[src/rtl/matrix_elementwise_mxp_if.sv]
// Handshake/bus bundle for matrix_elementwise_mxp: operand write ports, run control, result stream.
interface matrix_elementwise_mxp_if #(
  parameter int DATA_WIDTH = 32,
  parameter int IDX_W      = 4
);
  logic                  start;
  logic [1:0]            op;
  logic [DATA_WIDTH-1:0] a_in, b_in;
  logic [IDX_W-1:0]      a_addr, b_addr;
  logic                  a_wen, b_wen;
  logic [DATA_WIDTH-1:0] c_out;
  logic [IDX_W-1:0]      c_idx;
  logic                  c_valid, c_ready;
  logic                  busy, done, ovf;

  modport master (
    output start, op, a_in, b_in, a_addr, b_addr, a_wen, b_wen, c_ready,
    input  c_out, c_idx, c_valid, busy, done, ovf
  );
  modport slave (
    input  start, op, a_in, b_in, a_addr, b_addr, a_wen, b_wen, c_ready,
    output c_out, c_idx, c_valid, busy, done, ovf
  );
endinterface

[src/rtl/matrix_elementwise_mxp.sv]
// M x P element-wise engine: A+B, A-B, B-A, (A+B)>>>1, streamed row-major with valid/ready.
// Optional MATRIX_SATURATE_EN clamps overflowing results instead of wrapping.
module matrix_elementwise_mxp #(
  parameter int M          = 3,
  parameter int P          = 3,
  parameter int DATA_WIDTH = 32,
  parameter int IDX_W      = 4
) (
  input logic clk,
  input logic rst,
  matrix_elementwise_mxp_if.slave bus
);
  localparam int DEPTH = M * P;
  localparam logic [IDX_W-1:0] LAST_IDX = IDX_W'(DEPTH - 1);
  localparam logic [IDX_W:0]   DEPTH_W  = (IDX_W+1)'(DEPTH);
  localparam logic [DATA_WIDTH-1:0] SAT_MAX = {1'b0, {(DATA_WIDTH-1){1'b1}}};
  localparam logic [DATA_WIDTH-1:0] SAT_MIN = {1'b1, {(DATA_WIDTH-1){1'b0}}};

  typedef enum logic [1:0] {S_IDLE, S_RUN, S_FLUSH} state_t;

  state_t                state_q, state_d;
  logic [IDX_W-1:0]      idx_q, idx_d, c_idx_q, c_idx_d;
  logic [1:0]            op_q, op_d;
  logic                  ovf_q, ovf_d, c_valid_q, c_valid_d, done_q, done_d;
  logic [DATA_WIDTH-1:0] c_out_q, c_out_d;

  logic [DATA_WIDTH-1:0] a_mem_q [DEPTH];
  logic [DATA_WIDTH-1:0] b_mem_q [DEPTH];

  logic idle;
  assign idle = (state_q == S_IDLE);

  // Operand storage has no reset; writes only land while idle (including the start cycle).
  always_ff @(posedge clk) begin
    if (bus.a_wen && idle && ({1'b0, bus.a_addr} < DEPTH_W)) a_mem_q[bus.a_addr] <= bus.a_in;
    if (bus.b_wen && idle && ({1'b0, bus.b_addr} < DEPTH_W)) b_mem_q[bus.b_addr] <= bus.b_in;
  end

  logic signed [DATA_WIDTH:0] a_x, b_x, sum_x, wide;
  logic                       elem_ovf;
  logic [DATA_WIDTH-1:0]      res;

  always_comb begin
    a_x   = {a_mem_q[idx_q][DATA_WIDTH-1], a_mem_q[idx_q]};
    b_x   = {b_mem_q[idx_q][DATA_WIDTH-1], b_mem_q[idx_q]};
    sum_x = a_x + b_x;
    case (op_q)
      2'b00:   wide = sum_x;
      2'b01:   wide = a_x - b_x;
      2'b10:   wide = b_x - a_x;
      default: wide = sum_x >>> 1;
    endcase
    // Fits in DATA_WIDTH only when the two top bits agree; the mean always does.
    elem_ovf = wide[DATA_WIDTH] ^ wide[DATA_WIDTH-1];
`ifdef MATRIX_SATURATE_EN
    if (elem_ovf) res = wide[DATA_WIDTH] ? SAT_MIN : SAT_MAX;
    else          res = wide[DATA_WIDTH-1:0];
`else
    res = wide[DATA_WIDTH-1:0];
`endif
  end

  always_comb begin
    state_d   = state_q;
    idx_d     = idx_q;
    op_d      = op_q;
    ovf_d     = ovf_q;
    c_out_d   = c_out_q;
    c_idx_d   = c_idx_q;
    c_valid_d = c_valid_q;
    done_d    = 1'b0;
    case (state_q)
      S_IDLE: if (bus.start) begin
        state_d = S_RUN;
        idx_d   = '0;
        op_d    = bus.op;
        ovf_d   = 1'b0;
      end
      S_RUN: if (!c_valid_q || bus.c_ready) begin
        c_out_d   = res;
        c_idx_d   = idx_q;
        c_valid_d = 1'b1;
        idx_d     = idx_q + 1'b1;
        ovf_d     = ovf_q | elem_ovf;
        if (idx_q == LAST_IDX) state_d = S_FLUSH;
      end
      S_FLUSH: if (c_valid_q && bus.c_ready) begin
        c_valid_d = 1'b0;
        done_d    = 1'b1;
        state_d   = S_IDLE;
      end
      default: state_d = S_IDLE;
    endcase
  end

  always_ff @(posedge clk or posedge rst) begin
    if (rst) begin
      state_q   <= S_IDLE;
      idx_q     <= '0;
      op_q      <= '0;
      ovf_q     <= 1'b0;
      c_out_q   <= '0;
      c_idx_q   <= '0;
      c_valid_q <= 1'b0;
      done_q    <= 1'b0;
    end else begin
      state_q   <= state_d;
      idx_q     <= idx_d;
      op_q      <= op_d;
      ovf_q     <= ovf_d;
      c_out_q   <= c_out_d;
      c_idx_q   <= c_idx_d;
      c_valid_q <= c_valid_d;
      done_q    <= done_d;
    end
  end

  assign bus.c_out   = c_out_q;
  assign bus.c_idx   = c_idx_q;
  assign bus.c_valid = c_valid_q;
  assign bus.busy    = !idle;
  assign bus.done    = done_q;
  assign bus.ovf     = ovf_q;
endmodule

[src/flat_wrapper.sv]
// flat-port wrapper written by rule: the top's interface ports become plain ports
module matrix_elementwise_mxp_flat 
#(
  parameter int M          = 3,
  parameter int P          = 3,
  parameter int DATA_WIDTH = 32,
  parameter int IDX_W      = 4
)
  (clk, rst, bus_start, bus_op, bus_a_in, bus_b_in, bus_a_addr, bus_b_addr, bus_a_wen, bus_b_wen, bus_c_ready, bus_c_out, bus_c_idx, bus_c_valid, bus_busy, bus_done, bus_ovf);
  matrix_elementwise_mxp_if #(.DATA_WIDTH(DATA_WIDTH), .IDX_W(IDX_W)) bus_i ();
  input logic clk;
  input logic rst;
  input wire logic [$bits(bus_i.start)-1:0] bus_start;
  input wire logic [$bits(bus_i.op)-1:0] bus_op;
  input wire logic [$bits(bus_i.a_in)-1:0] bus_a_in;
  input wire logic [$bits(bus_i.b_in)-1:0] bus_b_in;
  input wire logic [$bits(bus_i.a_addr)-1:0] bus_a_addr;
  input wire logic [$bits(bus_i.b_addr)-1:0] bus_b_addr;
  input wire logic [$bits(bus_i.a_wen)-1:0] bus_a_wen;
  input wire logic [$bits(bus_i.b_wen)-1:0] bus_b_wen;
  input wire logic [$bits(bus_i.c_ready)-1:0] bus_c_ready;
  output wire logic [$bits(bus_i.c_out)-1:0] bus_c_out;
  output wire logic [$bits(bus_i.c_idx)-1:0] bus_c_idx;
  output wire logic [$bits(bus_i.c_valid)-1:0] bus_c_valid;
  output wire logic [$bits(bus_i.busy)-1:0] bus_busy;
  output wire logic [$bits(bus_i.done)-1:0] bus_done;
  output wire logic [$bits(bus_i.ovf)-1:0] bus_ovf;
  assign bus_i.start = bus_start;
  assign bus_i.op = bus_op;
  assign bus_i.a_in = bus_a_in;
  assign bus_i.b_in = bus_b_in;
  assign bus_i.a_addr = bus_a_addr;
  assign bus_i.b_addr = bus_b_addr;
  assign bus_i.a_wen = bus_a_wen;
  assign bus_i.b_wen = bus_b_wen;
  assign bus_i.c_ready = bus_c_ready;
  assign bus_c_out = bus_i.c_out;
  assign bus_c_idx = bus_i.c_idx;
  assign bus_c_valid = bus_i.c_valid;
  assign bus_busy = bus_i.busy;
  assign bus_done = bus_i.done;
  assign bus_ovf = bus_i.ovf;
  matrix_elementwise_mxp #(.M(M), .P(P), .DATA_WIDTH(DATA_WIDTH), .IDX_W(IDX_W)) u_core (.clk(clk), .rst(rst), .bus(bus_i));
endmodule
[config.mk]
export PLATFORM = sky130hd
export DESIGN_NAME = matrix_elementwise_mxp_flat
export DESIGN_NICKNAME = d
export VERILOG_FILES = /design/src/rtl/matrix_elementwise_mxp_if.sv /design/src/rtl/matrix_elementwise_mxp.sv /design/src/flat_wrapper.sv
export SDC_FILE = /design/constraint.sdc
export NUM_CORES = 1
export LEC_CHECK = 0
export ABC_AREA = 0
export CAP_MARGIN = 20
export CORE_ASPECT_RATIO = 1.1
export CORE_UTILIZATION = 55
export DETAILED_ROUTE_END_ITERATION = 16
export PLACE_DENSITY = 0.77
export RECOVER_POWER = 50
export SYNTH_ARGS = -nofsm -noshare
export SYNTH_HDL_FRONTEND = slang
export SYNTH_SLANG_ARGS = --single-unit
[constraint.sdc]
create_clock -name clk -period 14.6 [get_ports clk]
set_input_delay 2.92 -clock clk [delete_from_list [all_inputs] [get_ports clk]]
set_output_delay 2.92 -clock clk [all_outputs]
set_load 0.02 [all_outputs]
======== After elaboration in Yosys (flattened, before gate mapping) ========
Memory sizes are Yosys's and may differ from the RTL's.
Cells that the tools add are included.
storage, ports and cells
  flip-flop bits (word level) ............. 47
  memories kept ........................... 2
  bits of input ports ..................... 80
  RAM bits ................................ 576
  logic and storage cells ................. 65
memory list
  name            depth  width  read ports  clocked after memory_dff  write ports  line                          source
  u_core.a_mem_q  9      32     1           0                         1            matrix_elementwise_mxp.sv:27  logic [DATA_WIDTH-1:0] a_mem_q [DEPTH];
  u_core.b_mem_q  9      32     1           0                         1            matrix_elementwise_mxp.sv:28  logic [DATA_WIDTH-1:0] b_mem_q [DEPTH];
cells by class
  magnitude comparators ................... 2
  reductions and logical operators ........ 17
  muxes and demuxes ....................... 21
  $add $sub $neg .......................... 4
  equal/unequal tests ..................... 9
  bitwise logic cells ..................... 2
operators by type and width
  operator                                       number
  one-hot mux 33 bit (3 select lines)            1
  subtractor 32 x 32 -> 33 bit                   2
  adder 32 x 32 -> 33 bit                        1
  two-way mux 1 bit                              10
  < comparator 4 bit, second input constant      2
  two-way mux 2 bit                              4
  two-way mux 4 bit                              2
  one-hot mux 4 bit (2 select lines)             1
  != test 2 x 1 -> 1 bit, second input constant  3
  one-hot mux 2 bit (3 select lines)             1
  AND reduction 3 bit                            2
  logical AND 1 bit                              5
  adder 4 x 1 -> 4 bit, second input constant    1
  == test 2 x 1 -> 1 bit, second input constant  2
  == test 2 bit, second input constant           2
  == test 4 bit, second input constant           1
  zero test 2 bit                                2
  one-hot mux 1 bit (2 select lines)             2
  AND reduction 2 bit                            2
  AND reduction 4 bit                            1
  nonzero test 2 bit                             2
  zero test 1 bit                                2
  != test 2 bit, second input constant           1
  logical OR 1 bit                               1
  other kinds (2)                                2

======== Longest topological paths before layout ========
An unclocked memory read counts as a cell.
  depth in word-level cells ............... 7
  depth in mapped cells ................... 20

======== Least setup slack after synthesis ========
No wires, ideal clock.
  path type ............................... input-to-reg
  from .................................... input port bus_a_addr[3]
  to ...................................... memory u_core.a_mem_q[2][0] (enable)
  arrival time ............................ 6,498 ps
  data required time ...................... 14,098 ps
  path slack .............................. 7,600 ps
  library setup time ...................... 502 ps
  stages on the path ...................... 2
  cell sequence ........................... or3b_2 -> nor4_1
between the ends
  longest elaborated chain between the ends .. 4
ends and longest elaborated chain
  what                                     line                          source
  from (decl)                              flat_wrapper.sv:17            input wire logic [$bits(bus_i.a_addr)-1:0] bus_a_addr;
  < comparator 4 bit                       matrix_elementwise_mxp.sv:35  if (bus.a_wen && idle && ({1'b0, bus.a_addr} < DEPTH_W)) a_mem_q[bus.a_addr] <= bus.a_in;
  logical AND 1 bit                        matrix_elementwise_mxp.sv:35
  two-way mux 1 bit                        matrix_elementwise_mxp.sv:35
  two-way mux 1 bit (implied by the code)  matrix_elementwise_mxp.sv:35
  to (decl)                                matrix_elementwise_mxp.sv:27
Parallel ways exist; a longest one is shown, timed or not.

======== Final worst setup path ========
  from .................................... register u_core.idx_q[0]
  to ...................................... register u_core.c_out_q[28], in the netlist u_core.bus.c_out[28]
between the ends
  longest elaborated chain between the ends .. 3
ends and longest elaborated chain
  what                                             line                           source
  from (decl)                                      matrix_elementwise_mxp.sv:22   logic [IDX_W-1:0] idx_q, idx_d, c_idx_q, c_idx_d;
  from (signal assigned)                           matrix_elementwise_mxp.sv:108  idx_q <= idx_d;
  memory read (9 x 32 bit) (on tied branches)      n/a
  adder 32 x 32 -> 33 bit (tied with other cells)  matrix_elementwise_mxp.sv:46   sum_x = a_x + b_x;
  one-hot mux 33 bit (3 select lines) *            matrix_elementwise_mxp.sv:47   case (op_q)
  to (signal assigned)                             matrix_elementwise_mxp.sv:111  c_out_q <= c_out_d;
  to (decl)                                        matrix_elementwise_mxp.sv:25   logic [DATA_WIDTH-1:0] c_out_q, c_out_d;
Every way passes the cells marked *; elsewhere a longest branch is shown, timed or not.
A chain may end at the register's enable or synchronous reset.

==> flow_metrics.py <==
metrics = {
    "logic_synthesis": {
        "synth_cell_types": 93,
        "syn_area_sq_um": 29800,
        "seq_area_frac_synth_pct": 62.0,
        "synth_edf_count": 576,
        "synthesis.instances": 2071,
        "synthArstFlopShare_pct": 7.54,
        "yosys_most_used_dff": "edfxtp_1",
        "syn_area_per_cell_sq_um": 14.4,
        "ys_warn_count": 0,
        "synth-seq-cells": 623,
        "synthesis.nets": 2252,
    },
    "routing": {
        "post_drt_wl_per_cell_um": 26.4,
        "drc": 0,
        "num_vias": 18510,
        "first_pass_iters": 5,
        "routed_via_density": 6.29,
        "first_iter_violations": 2110,
        "routed_wl_um": 77800,
        "ant_nets": 0,
    },
    "final_layout": {
        "syn2layout_area_growth_pct": 13.3,
        "final_net_count": 2349,
        "final_cell_mix": "edfxtp_1 (576), nand2_1 (163), mux4_2 (129)",
        "final_cell_count_no_fill": 2945,
        "layout_commonest_cell": "edfxtp_1",
        "drive_above_1_share_pct": 14.3,
    },
    "die": {
        "num_rows": 89,
        "core_area_sq_um": 53600,
        "die_area_sq_um": 55100,
        "die_x_um": 224,
        "start_util_pct": 55.7,
        "die_h_um": 246,
        "io_pins": 120,
    },
    "clocking": {
        "ctsResizeCount": 0,
        "cts_hold_buf": 0,
        "clockBufferDepth": 3,
        "cts_tree": "yes",
        "insertion_delay_ps": 640,
        "cts_sinks": 623,
        "cts_setup_buffers": 0,
        "cts_made_buffers": 58,
        "path_clk_slew_ps": 70,
        "htreeDepth": 2,
        "root_buffer": "clkbuf_16",
    },
    "worst_hold_path": {
        "holdPathEnd": "u_core.bus.c_idx[2]",
        "hold_class": "reg -> reg",
        "hold_depth": 2,
        "hold_start": "u_core.bus.c_idx[2]",
    },
    "worst_setup_path": {
        "rrSetupSlack_ps": 8160,
        "crit_family": "compound AO/OA/AOI/OAI gates",
        "reg2reg_depth": 17,
        "setup.worst_path.end_class": "flop",
        "cp_data_arrival_time_ps": 7000,
        "worst_path_max_delay_cell": "dfrtp_4",
        "r2r_start": "u_core.idx_q[0]",
        "rr_endpoint": "u_core.bus.c_out[28]",
        "crit_fanout": 37,
        "path_buf_inv": 3,
        "worstPathCellList": "buf_4 -> buf_4 -> mux4_2 -> mux2i_1 -> o21a_1 -> inv_1 -> ha_1 -> a21o_1 -> a31oi_1 -> o221ai_1 -> a22o_1 -> o41a_1 -> a21boi_0 -> o21ai_0 -> xnor2_1 -> a22o_1 -> o21ai_0",
        "critical_path_class": "reg -> reg",
        "max_stage_delay_ps": 790,
        "start_kind": "flop",
        "required_ps": 15160,
    },
    "sta": {
        "relSlewSlack_pct": -91.8,
        "rsz0062_at_grt": "false",
        "worstMarginPinSlew_ps": 2880,
        "hold_violations": 0,
        "slew_violations": 74,
        "finalSetupViolations": 0,
        "post-route-min-period_ps": 6440,
        "min_period_over_period_pct": 44.1,
        "setup_tns_ps": 0,
        "finalClockSkew_ps": 27.6,
        "max_freq_mhz": 155,
        "holdWs_ps": 474,
    },
    "global_routing": {
        "antenna_found_initial": 3,
        "grt_pass1_vias": 18448,
        "grt_max_degree": 70,
        "grt_pass1_wl_um": 115000,
        "track_usage_pct": 28.5,
        "gr-total-overflow": 0,
    },
    "placed_design": {
        "dp_hpwl_um": 48100,
        "place.gp.congestion": 0.983,
        "io_buffers": 119,
        "place_inst": 2835,
    },
    "run_status": {
        "status": "finished, violations left",
        "failed_checks": "max-capacitance violations, max-slew violations",
    },
    "flow_run": {
        "maxCapViolCount": 2,
    },
}
==> cell usage after synthesis (all sizes together) (13+ instances only) <==
library cell  count  area (sq um)
edfxtp          576         17300
nor2             97           372
o221ai           13           114
nand2           164           618
mux2i            69           691
a31oi            13          81.3
nand2b           19           119
inv             103           387
clkbuf           66           248
mux4            129          2910
nand3            20           100
a21oi           113           581
a21o             23           183
ha               98          1230
xnor2            51           447
o21a             68           510
nor2b            13          81.3
o31ai            19           170
dfrtp            47          1180
nor3             39           210
buf              49           235
o21ai            89           449
==> state kept, by name, summed over array words and instances (netlist names) <==
name,flops
u_core.idx_q,4
u_core.bus.c_valid,1
u_core.bus.ovf,1
u_core.bus.c_out,32
u_core.a_mem_q,288
u_core.b_mem_q,288
u_core.op_q,2
u_core.bus.c_idx,4
u_core.state_q,2
u_core.bus.done,1
==> worst register-to-register path, delay by kind of cell (launching register included) <==
kind / cells / cell delay, ps
XOR/XNOR: 1 / 180
flip-flops: 1 / 790
buffers and inverters: 3 / 1460
multiplexers: 2 / 770
AO/OA/AOI/OAI: 10 / 2680
adder cells (fa/ha/maj): 1 / 500
==> metal layers <==
metal  vias up  GRT usage [%]  part of all wire [%]
met1      9362           38.6                    41
met3       146           3.61                   6.7
met4         0           11.0                   3.5
met2       854           47.4                    49
met5         -              0                     0
li1       8148              -                     -
==> area by class of cell <==
cell class	instances	area (sq um)
clock inverters	46	514
flip-flops and latches	623	18500
inverters	105	394
repair buffers	152	1430
fillers	3900	19800
well taps	728	911
diodes	1	2.50
multi-input cells	1228	10600
clock buffers	62	1470
==> metrics by stage <==
step | util (%) | setup slack [ps] | cell area, sq um
floorplan | - | 7600 | 29800
global placement | 59.4 | 8290 | 31800
detailed placement | 59.4 | 8180 | 31800
CTS | 63.1 | 8140 | 33800
global route | 63.1 | 7730 | 33800
finish | 63.1 | 8160 | 33800
==> kinds of logic after synthesis <==
kind of cell               after synthesis  synth area share [%]
AOI/OAI and AO/OA                      454                  10.4
buffers and inverters                  220                  2.94
DFF                                    623                  62.0
xor gates and xnor gates                61                  1.79
and+or+nand+nor                        411                  6.38
muxes                                  201                  12.2
adders and majority gates              101                  4.31
==> how the worst max path moves through the flow <==
stage | start | end | slack [ps] | cells after the start
final | u_core.idx_q[0] | u_core.bus.c_out[28] | 8160 | 17
after global routing | u_core.idx_q[0] | u_core.bus.ovf | 7730 | 17
after CTS | u_core.idx_q[0] | u_core.bus.c_out[28] | 8140 | 17
after detailed placement | u_core.idx_q[0] | u_core.bus.c_out[28] | 8180 | 17
after global placement | u_core.idx_q[0] | u_core.bus.c_out[28] | 8290 | 17
after floorplan | bus_a_addr[3] | u_core.a_mem_q[2][0] | 7600 | 2
Power is left out: the tool's default activity adds up to more than one toggle a clock period on the data nets, which glitch-free logic cannot reach.
